===== src/rtl/ro_puf_pkg.sv =====
// Shared types for the RO PUF read side.
// FSM state encoding and tie-retry limit.
package ro_puf_pkg;

    typedef enum logic [2:0] {
        ST_IDLE,
        ST_SETTLE,
        ST_MEASURE,
        ST_COMPARE,
        ST_HOLD
    } state_t;

    localparam int MAX_TIE_RETRY = 3;

endpackage


===== src/rtl/ro_response_reader_if.sv =====
// Request/response bundle between the challenge source and the reader.
// master = challenge source / consumer, slave = ro_response_reader.
interface ro_response_reader_if #(
    parameter int CHAL_W = 8,
    parameter int CNT_W  = 16
);
    logic              start;
    logic [CHAL_W-1:0] challenge;
    logic              busy;
    logic              resp;
    logic              resp_tie;
    logic              resp_valid;
    logic              resp_ack;
    logic [CNT_W-1:0]  count_a;
    logic [CNT_W-1:0]  count_b;

    modport master (
        output start, challenge, resp_ack,
        input  busy, resp, resp_tie, resp_valid, count_a, count_b
    );

    modport slave (
        input  start, challenge, resp_ack,
        output busy, resp, resp_tie, resp_valid, count_a, count_b
    );

endinterface


===== src/rtl/ro_edge_counter.sv =====
// Per-chain edge counter: 2-FF synchronizer, rising-edge detect,
// saturating counter with synchronous clear and count enable.
module ro_edge_counter #(
    parameter int CNT_W = 16
) (
    input  logic             clk,
    input  logic             rst,
    input  logic             ro,
    input  logic             clr,
    input  logic             en,
    output logic [CNT_W-1:0] cnt
);

    logic [2:0] sync;
    logic       rise;

    // sync[1:0] is the synchronizer, sync[2] the previous synced level
    always_ff @(posedge clk) begin
        if (rst) sync <= '0;
        else     sync <= {sync[1:0], ro};
    end

    assign rise = sync[1] & ~sync[2];

    // count detected edges, holding at all-ones instead of wrapping
    always_ff @(posedge clk) begin
        if (rst || clr)
            cnt <= '0;
        else if (en && rise && (cnt != '1))
            cnt <= cnt + 1'b1;
    end

endmodule


===== src/rtl/ro_response_reader.sv =====
// RO PUF read side: settle, count both chains, compare, hand off RESP.
// Build option: define RO_TIE_RETRY_EN to re-measure on ties (up to 3x).
module ro_response_reader #(
    parameter int CHAL_W = 8,
    parameter int CNT_W  = 16,
    parameter int SETTLE = 16,
    parameter int WINDOW = 4096
) (
    input  logic              clk,
    input  logic              rst,
    ro_response_reader_if.slave bus,
    output logic [CHAL_W-1:0] ro_sel,
    output logic              ro_en,
    input  logic              ro_a,
    input  logic              ro_b
);
    import ro_puf_pkg::*;

    localparam int TMAX  = (SETTLE > WINDOW) ? SETTLE : WINDOW;
    localparam int TMR_W = $clog2(TMAX + 1);
    localparam logic [TMR_W-1:0] SETTLE_LD = TMR_W'(SETTLE - 1);
    localparam logic [TMR_W-1:0] WINDOW_LD = TMR_W'(WINDOW - 1);

    state_t           state;
    logic [TMR_W-1:0] timer;
    logic [CNT_W-1:0] cnt_a;
    logic [CNT_W-1:0] cnt_b;
    logic             cnt_clr;
    logic             cnt_en;

`ifdef RO_TIE_RETRY_EN
    localparam int RTY_W = $clog2(MAX_TIE_RETRY + 1);
    localparam logic [RTY_W-1:0] RETRY_MAX = RTY_W'(MAX_TIE_RETRY);
    logic [RTY_W-1:0] retry;
`endif

    // counters are held clear while settling and run only in the window
    assign cnt_clr = (state == ST_SETTLE);
    assign cnt_en  = (state == ST_MEASURE);

    ro_edge_counter #(.CNT_W(CNT_W)) u_cnt_a (
        .clk (clk),
        .rst (rst),
        .ro  (ro_a),
        .clr (cnt_clr),
        .en  (cnt_en),
        .cnt (cnt_a)
    );

    ro_edge_counter #(.CNT_W(CNT_W)) u_cnt_b (
        .clk (clk),
        .rst (rst),
        .ro  (ro_b),
        .clr (cnt_clr),
        .en  (cnt_en),
        .cnt (cnt_b)
    );

    // measurement sequencer with registered outputs
    always_ff @(posedge clk) begin
        if (rst) begin
            state          <= ST_IDLE;
            timer          <= '0;
            ro_sel         <= '0;
            ro_en          <= 1'b0;
            bus.busy       <= 1'b0;
            bus.resp       <= 1'b0;
            bus.resp_tie   <= 1'b0;
            bus.resp_valid <= 1'b0;
            bus.count_a    <= '0;
            bus.count_b    <= '0;
`ifdef RO_TIE_RETRY_EN
            retry          <= '0;
`endif
        end else begin
            unique case (state)
                ST_IDLE: begin
                    if (bus.start) begin
                        ro_sel      <= bus.challenge;
                        ro_en       <= 1'b1;
                        bus.busy    <= 1'b1;
                        bus.count_a <= '0;
                        bus.count_b <= '0;
                        timer       <= SETTLE_LD;
                        state       <= ST_SETTLE;
`ifdef RO_TIE_RETRY_EN
                        retry       <= '0;
`endif
                    end
                end
                ST_SETTLE: begin
                    if (timer == '0) begin
                        timer <= WINDOW_LD;
                        state <= ST_MEASURE;
                    end else begin
                        timer <= timer - 1'b1;
                    end
                end
                ST_MEASURE: begin
                    if (timer == '0) begin
                        ro_en <= 1'b0;
                        state <= ST_COMPARE;
                    end else begin
                        timer <= timer - 1'b1;
                    end
                end
                ST_COMPARE: begin
                    bus.count_a <= cnt_a;
                    bus.count_b <= cnt_b;
                    if (cnt_a != cnt_b) begin
                        bus.resp       <= (cnt_a > cnt_b);
                        bus.resp_tie   <= 1'b0;
                        bus.resp_valid <= 1'b1;
                        state          <= ST_HOLD;
`ifdef RO_TIE_RETRY_EN
                    end else if (retry < RETRY_MAX) begin
                        retry <= retry + 1'b1;
                        ro_en <= 1'b1;
                        timer <= SETTLE_LD;
                        state <= ST_SETTLE;
`endif
                    end else begin
                        bus.resp       <= 1'b0;
                        bus.resp_tie   <= 1'b1;
                        bus.resp_valid <= 1'b1;
                        state          <= ST_HOLD;
                    end
                end
                ST_HOLD: begin
                    if (bus.resp_ack) begin
                        bus.resp_valid <= 1'b0;
                        bus.busy       <= 1'b0;
                        state          <= ST_IDLE;
                    end
                end
                default: state <= ST_IDLE;
            endcase
        end
    end

endmodule


===== src/flat_wrapper.sv =====
// flat-port wrapper written by rule: the top's interface ports become plain ports
module ro_response_reader_flat import ro_puf_pkg::*;
#(
    parameter int CHAL_W = 8,
    parameter int CNT_W  = 16,
    parameter int SETTLE = 16,
    parameter int WINDOW = 4096
)
  (clk, rst, ro_sel, ro_en, ro_a, ro_b, bus_start, bus_challenge, bus_resp_ack, bus_busy, bus_resp, bus_resp_tie, bus_resp_valid, bus_count_a, bus_count_b);
  ro_response_reader_if #(.CHAL_W(CHAL_W), .CNT_W(CNT_W)) bus_i ();
  input  logic clk;
  input  logic rst;
  output logic [CHAL_W-1:0] ro_sel;
  output logic ro_en;
  input  logic ro_a;
  input  logic ro_b;
  input wire logic [$bits(bus_i.start)-1:0] bus_start;
  input wire logic [$bits(bus_i.challenge)-1:0] bus_challenge;
  input wire logic [$bits(bus_i.resp_ack)-1:0] bus_resp_ack;
  output wire logic [$bits(bus_i.busy)-1:0] bus_busy;
  output wire logic [$bits(bus_i.resp)-1:0] bus_resp;
  output wire logic [$bits(bus_i.resp_tie)-1:0] bus_resp_tie;
  output wire logic [$bits(bus_i.resp_valid)-1:0] bus_resp_valid;
  output wire logic [$bits(bus_i.count_a)-1:0] bus_count_a;
  output wire logic [$bits(bus_i.count_b)-1:0] bus_count_b;
  assign bus_i.start = bus_start;
  assign bus_i.challenge = bus_challenge;
  assign bus_i.resp_ack = bus_resp_ack;
  assign bus_busy = bus_i.busy;
  assign bus_resp = bus_i.resp;
  assign bus_resp_tie = bus_i.resp_tie;
  assign bus_resp_valid = bus_i.resp_valid;
  assign bus_count_a = bus_i.count_a;
  assign bus_count_b = bus_i.count_b;
  ro_response_reader #(.CHAL_W(CHAL_W), .CNT_W(CNT_W), .SETTLE(SETTLE), .WINDOW(WINDOW)) u_core (.clk(clk), .rst(rst), .bus(bus_i), .ro_sel(ro_sel), .ro_en(ro_en), .ro_a(ro_a), .ro_b(ro_b));
endmodule

===== config.mk =====
export PLATFORM = sky130hd
export DESIGN_NAME = ro_response_reader_flat
export DESIGN_NICKNAME = d
export VERILOG_FILES = /design/src/rtl/ro_puf_pkg.sv /design/src/rtl/ro_response_reader_if.sv /design/src/rtl/ro_edge_counter.sv /design/src/rtl/ro_response_reader.sv /design/src/flat_wrapper.sv
export SDC_FILE = /design/constraint.sdc
export NUM_CORES = 1
export LEC_CHECK = 0
export BUFFER_PORTS_ARGS = -buffer_cell sky130_fd_sc_hd__buf_4
export CAP_MARGIN = 20
export CORE_ASPECT_RATIO = 0.7
export CORE_MARGIN = 4
export CORE_UTILIZATION = 41
export DETAILED_ROUTE_END_ITERATION = 7
export PLACE_DENSITY = 0.71
export SLEW_MARGIN = 20
export SYNTH_ARGS = -nofsm -noshare
export SYNTH_HDL_FRONTEND = slang
export SYNTH_SLANG_ARGS = --single-unit

===== constraint.sdc =====
create_clock -name clk -period 2.4 [get_ports clk]
set_clock_uncertainty 0.2 [all_clocks]
set_input_delay 0.36 -clock clk [delete_from_list [all_inputs] [get_ports clk]]
set_output_delay 0.36 -clock clk [all_outputs]
set_load 0.005 [all_outputs]

==> results.json, run 1 <==
{
  "async_reset_ff_share_pct": 0,
  "clock_tree.buffer_depth": 2,
  "rsz0062_at_grt": "no",
  "maximum_number_of_pins_on_one_net_before_global_route_repair": 41,
  "synth_ff_type": "dfxtp_1",
  "initial_core_util_pct": 42.2,
  "synthesis.nets": 604,
  "post_synth_xor_area_fraction_pct": 0.177,
  "syn-instance-count": 570,
  "buffers_added_on_ports": 58,
  "drt-vias-per-instance": 5.78,
  "synthAdderAreaFrac_pct": 5.04,
  "slew_violations": 0,
  "number_of_design_rule_violations_left_after_detail_routing": 0,
  "worst-path-max-fanout": 12,
  "globalRoute.busiestLayer": "met1",
  "yosys.area_share.simple_pct": 24.5,
  "yosys.cell_count.top_type": "dfxtp_1",
  "final_cell_count_no_fill": 793,
  "grt_first_pass_wirelength_um": 21100,
  "drt_pre_antenna_iters": 5,
  "run_status": "complete, no violations",
  "drv_cap": 0,
  "static-leakage-power_nw": 2.21,
  "fp_rows": 33,
  "drt_iter0_drc": 413,
  "synth.yosys.warnings": 0,
  "routed_wirelength_um": 13100,
  "die_w_um": 139,
  "cell_total_after_placement": 778,
  "finalWorstPathRequiredPeriod_ps": 2220,
  "fin_crit_sh_pct": 92.6,
  "wire_per_inst_um": 16.6,
  "fin_tns_setup_ps": 0,
  "place.gp.congestion": 0.897,
  "clock.fmax_mhz": 450,
  "synth_edf_count": 0,
  "ir_worst_vdd_uv": 489,
  "met3_usage_pct": 4.48,
  "dp.final_hpwl_um": 9630,
  "complex_gate_fraction_of_the_synthesized_area_pct": 21.8,
  "top_level_ports": 59,
  "worst_setup_path_end_kind": "flip-flop",
  "synthMuxAreaShare_pct": 2.45,
  "detail-route-antenna-nets": 0,
  "holdCritPathClass": "in2reg",
  "sequential_area_share_after_synthesis_pct": 39.9,
  "timing.slew.headroom_pct": 54.4,
  "grt.met1_usage_pct": 28.2,
  "final-hold-violation-count": 0,
  "cts.htree.levels": 3,
  "total_power_w": 0.00367,
  "synth_area_leader_cell": "dfxtp_1",
  "globalRouteMet2Util_pct": 26.8,
  "clock_buffer_count_from_cts": 9,
  "final.fill_count": 1101,
  "start_kind": "flip-flop",
  "power.density_cell_area_mw_per_mm2": 620,
  "track_usage_pct": 18.7,
  "postSynthAreaPerCell_um2": 8.70,
  "chipHeight_um": 100,
  "synth_top_family_by_area": "simple AND/OR/NAND/NOR gates",
  "area_growth_syn_to_layout_pct": 19.3,
  "setup_viol": 0,
  "tritoncts": "done",
  "multiInputGateArea_mm2": 0.00269,
  "netlist_area_mm2": 0.00496,
  "ys_ff_latch": 99,
  "cts_hold_repair.buffers": 0,
  "synth.lib_cells_used.distinct": 70,
  "number_of_antenna_violations_at_the_first_check_in_global_routing": 0,
  "cp.arrival_ps": 2300,
  "first_global_vias": 4082,
  "worst_setup_hold_path_clk_slew_ps": 70,
  "die_area_mm2": 0.0140,
  "insertedDiodeCount": 0,
  "detailed_route_via_count": 4585,
  "fin_nets": 666,
  "tritoncts_num_sinks": 99,
  "worst-endpoint-required_ps": 2480,
  "leading_cell_types_by_count_after_synthesis": "dfxtp_1 (99), nand2_1 (50), nor2_1 (47)",
  "post_route_cells_drive_above_1_share_pct": 19.5,
  "ctsRootBufferMaster": "clkbuf_16",
  "gr-total-overflow": 0,
  "synth.top_cells.by_area": "dfxtp_1 (40%), ha_1 (5.0%), a22oi_1 (4.8%)",
  "register_area_mm2": 0.00198,
  "clk_latency_ps": 340,
  "coreArea_mm2": 0.0118,
  "crit_type": "reg2reg",
  "max_slew.worst_pin.slew_ps": 682,
  "top_cell_type_s_share_of_synthesized_area_pct": 39.9
}
layout make-up:
cell class                      count  share of cell area, %
Tap cell                          157                   3.32
Inverter                           34                   2.16
Multi-Input combinational cell    401                   45.4
Timing Repair Buffer               87                   11.0
Clock buffer                       12                   4.16
Clock inverter                      3                  0.423
Sequential cell                    99                   33.5
worst max-delay path, cell delays in order (launching register included):
cell and delay [ps]:
dfxtp_1 410, buf_4 180, nor3b_4 210, buf_4 250, nand4_2 220, or4_1 530, a21oi_1 150
cell usage in the layout (no fill, tap or decap), drive strengths merged, types with 3 or more instances in the layout:
cell	count
o31ai	11
a22oi	32
o21ai	13
nor2b	10
buf	87
nand4	18
dfxtp	99
ha	20
o221ai	6
nor3b	3
and3	5
o41ai	5
a31oi	4
clkbuf	12
a21o	4
or4	14
nand3	19
mux2i	11
or2	3
nor3	14
a21oi	41
o211ai	8
inv	34
o311ai	3
nand2	51
o21a	3
nor2	47
a211oi	8
nor4	7
and2	3
and4	11
final timing paths:
kind                                             start                      to  slack (ps)  cells after the start
worst max register to register         u_core.state[1]  u_core.u_cnt_a.cnt[13]         180                      6
worst min-delay path                              ro_a  u_core.u_cnt_a.sync[0]          30                      2
worst min register to register  u_core.u_cnt_a.sync[0]  u_core.u_cnt_a.sync[1]         240                      1
worst max-delay path                   u_core.state[1]  u_core.u_cnt_a.cnt[13]         180                      6
per-layer routing:
layer,vias to the layer above,share of wire [%]
met3,7,7.8
met4,0,0.68
met5,-,0
met2,182,42
li1,2257,-
met1,2139,50
sequential cells by signal, indices dropped and copies added, names as in the netlist:
signal                 flops
u_core.timer              13
u_core.bus.busy            1
u_core.u_cnt_a.cnt        16
u_core.state               3
u_core.u_cnt_a.sync        3
u_core.u_cnt_b.cnt        16
u_core.ro_en               1
u_core.bus.count_b        16
u_core.bus.count_a        16
u_core.bus.resp            1
u_core.ro_sel              8
u_core.bus.resp_valid      1
u_core.u_cnt_b.sync        3
u_core.bus.resp_tie        1
power breakdown:
part / switching (W) / internal [W] / leakage, nW
logic: 0.000344 / 0.000234 / 1.28
clock network: 0.000614 / 0.000730 / 0.129
registers: 0.0000572 / 0.00169 / 0.802
what timing repair did:
item,in CTS,in global routing
setup buffers,0,0
resized for setup,0,1
endpoints found under the setup margin,0,5
through the flow:
step                      hold slack [ps]  worst slack [ps]  utilization [%]  cell area (um^2)
final                                26.7               179             50.3              5920
after global routing                 14.4              61.1             50.3              5920
after CTS                            17.2               116             50.2              5910
after detailed placement              227              98.4             47.9              5640
after global placement                218               162             47.9              5640
after floorplan                       214               320                -              4960
cell families (layout without fill, tap and decap cells):
group	after synthesis	count (layout)
buf+inv	70	136
mux	12	12
flops	99	99
fa+ha+maj	20	20
xor+xnor	1	1
compound gates	154	154
simple gates	214	214
Power figures use the tool's default switching activity.
==> run 2, diff against run 1 <==
- clock period: 2.4 -> 2.3 ns (I/O delays scaled with it)
==> run 2 against run 1 <==
Utilization rose by 0.28 points. Worst hold slack got worse by 5.4 ps. Sequential power rose by 4%. Clock-buffer cell count fell by 1. Total power rose by 3.5%. Maximum frequency rose by 0.64%. Die area did not move. Design area rose by 0.55%. Non-clock buffer count rose by 5. Largest cell class unchanged.
==> results.json, run 2 (synthesized netlist as in run 1, its figures left out) <==
{
  "run_status": "complete, no violations",
  "grt_first_pass_wirelength_um": 21300,
  "fin_crit_sh_pct": 96.0,
  "detailed_route_via_count": 4674,
  "clock_tree.buffer_depth": 2,
  "stdcell_area_mm2": 0.00595,
  "die_area_mm2": 0.0140,
  "worst-endpoint-required_ps": 2340,
  "insertedDiodeCount": 0,
  "number_of_design_rule_violations_left_after_detail_routing": 0,
  "maximum_number_of_pins_on_one_net_before_global_route_repair": 46,
  "cts_hold_repair.buffers": 0,
  "dp.final_hpwl_um": 9510,
  "area_growth_syn_to_layout_pct": 20.0,
  "ir_worst_vdd_uv": 387,
  "number_of_antenna_violations_at_the_first_check_in_global_routing": 0,
  "coreArea_mm2": 0.0118,
  "final_cell_mix": "dfxtp_1 (99), buf_4 (92), nand2_1 (50)",
  "gr-total-overflow": 0,
  "timing.slew.headroom_pct": 54.0,
  "top_level_ports": 59,
  "tritoncts_num_sinks": 99,
  "first_global_vias": 4172,
  "cts.htree.levels": 3,
  "fin_nets": 671,
  "chipHeight_um": 100,
  "worst_setup_path_end_kind": "flip-flop",
  "tritoncts": "done",
  "finalWorstPathRequiredPeriod_ps": 2210,
  "register_area_mm2": 0.00198,
  "die_w_um": 139,
  "final.fill_count": 1110,
  "fin_tns_setup_ps": 0,
  "power.density_cell_area_mw_per_mm2": 638,
  "detail-route-antenna-nets": 0,
  "drt_pre_antenna_iters": 5,
  "path_delay_family": "compound AO/OA/AOI/OAI gates",
  "clk_latency_ps": 340,
  "drt_iter0_drc": 280,
  "drt-vias-per-instance": 5.85,
  "buffers_added_on_ports": 58,
  "placed_cell_area_mm2": 0.00566,
  "drv_cap": 0,
  "total_power_w": 0.00380,
  "static-leakage-power_nw": 2.23,
  "clock.fmax_mhz": 453,
  "worst-path-max-fanout": 7,
  "crit_path_cell_trace": "inv_1 > ha_1 > nor4b_1 > buf_4 > nand4_1 > a21o_1 > o221ai_1",
  "max_slew.worst_pin.slew_ps": 688,
  "crit_type": "reg2reg",
  "post_route_cells_drive_above_1_share_pct": 20.4,
  "multiInputGateArea_mm2": 0.00269,
  "setup_viol": 0,
  "final-hold-violation-count": 0,
  "wire_per_inst_um": 16.3,
  "start_kind": "flip-flop",
  "initial_core_util_pct": 42.2,
  "track_usage_pct": 18.5,
  "ctsRootBufferMaster": "clkbuf_16",
  "place.gp.congestion": 0.867,
  "worst-path-buf-inv": 2,
  "routed_wirelength_um": 13100,
  "holdCritPathClass": "in2reg",
  "layout.cells.most_common": "dfxtp_1",
  "worst_reg2reg_setup_slack_ps": 90,
  "critical-path-max-stage-delay_ps": 360,
  "clock_buffer_count_from_cts": 9,
  "worst_setup_hold_path_clk_slew_ps": 60,
  "fp_rows": 33,
  "cp.arrival_ps": 2240,
  "critical-path-slowest-cell": "a21o_1",
  "slew_violations": 0
}
[run 2: cell count changes in the layout (fill, tap and decap cells not counted), moves of 2 or more]
cell      change
nor3_2        +2
buf_4         +5
nor3_1        -2
clkinv_2      +3
clkinv_4      -2
[run 2: area by class of cell]
| type | instances | area share (%) |
|---|---|---|
| Tap cell | 157 | 3.30 |
| Inverter | 34 | 2.14 |
| Clock buffer | 11 | 3.91 |
| Sequential cell | 99 | 33.3 |
| Multi-Input combinational cell | 401 | 45.3 |
| Clock inverter | 5 | 0.504 |
| Timing Repair Buffer | 92 | 11.6 |
[run 2: final timing paths]
path,startpoint,cells after the start,endpoint
max,u_core.timer[0],7,u_core.timer[5]
min,ro_b,2,u_core.u_cnt_b.sync[0]
max reg2reg,u_core.timer[0],7,u_core.timer[5]
min reg2reg,u_core.u_cnt_a.sync[0],1,u_core.u_cnt_a.sync[1]
[run 2: power breakdown]
part           leakage, nW  switching [W]  total [W]  internal, W
logic                 1.30       0.000368   0.000615     0.000247
registers            0.802      0.0000569    0.00182      0.00177
clock network        0.125       0.000633    0.00136     0.000729
[run 2: per-layer routing]
metal | wire, um | track usage (%) | part of all wire [%]
met4 | 216 | 5.11 | 1.7
met1 | 6300 | 27.2 | 48
met2 | 5530 | 27.1 | 42
met5 | 0 | 0 | 0
met3 | 1000 | 4.38 | 7.7
[run 2: per-stage QoR]
step	hold slack [ps]	worst slack, ps	cells	utilization [%]
final	21.4	92.7	799	50.6
after global routing	16.0	-27.2	799	50.6
after CTS	11.5	38.6	797	50.3
after detailed placement	231	21.8	781	48.1
after global placement	217	95.2	781	48.1
after floorplan	214	220	570	-
[run 2: repair_timing]
action / in CTS / in global routing
hold endpoints to repair: 0 / 0
setup endpoints to repair: 0 / 5
resized for setup: 0 / 2
setup buffers: 0 / 2
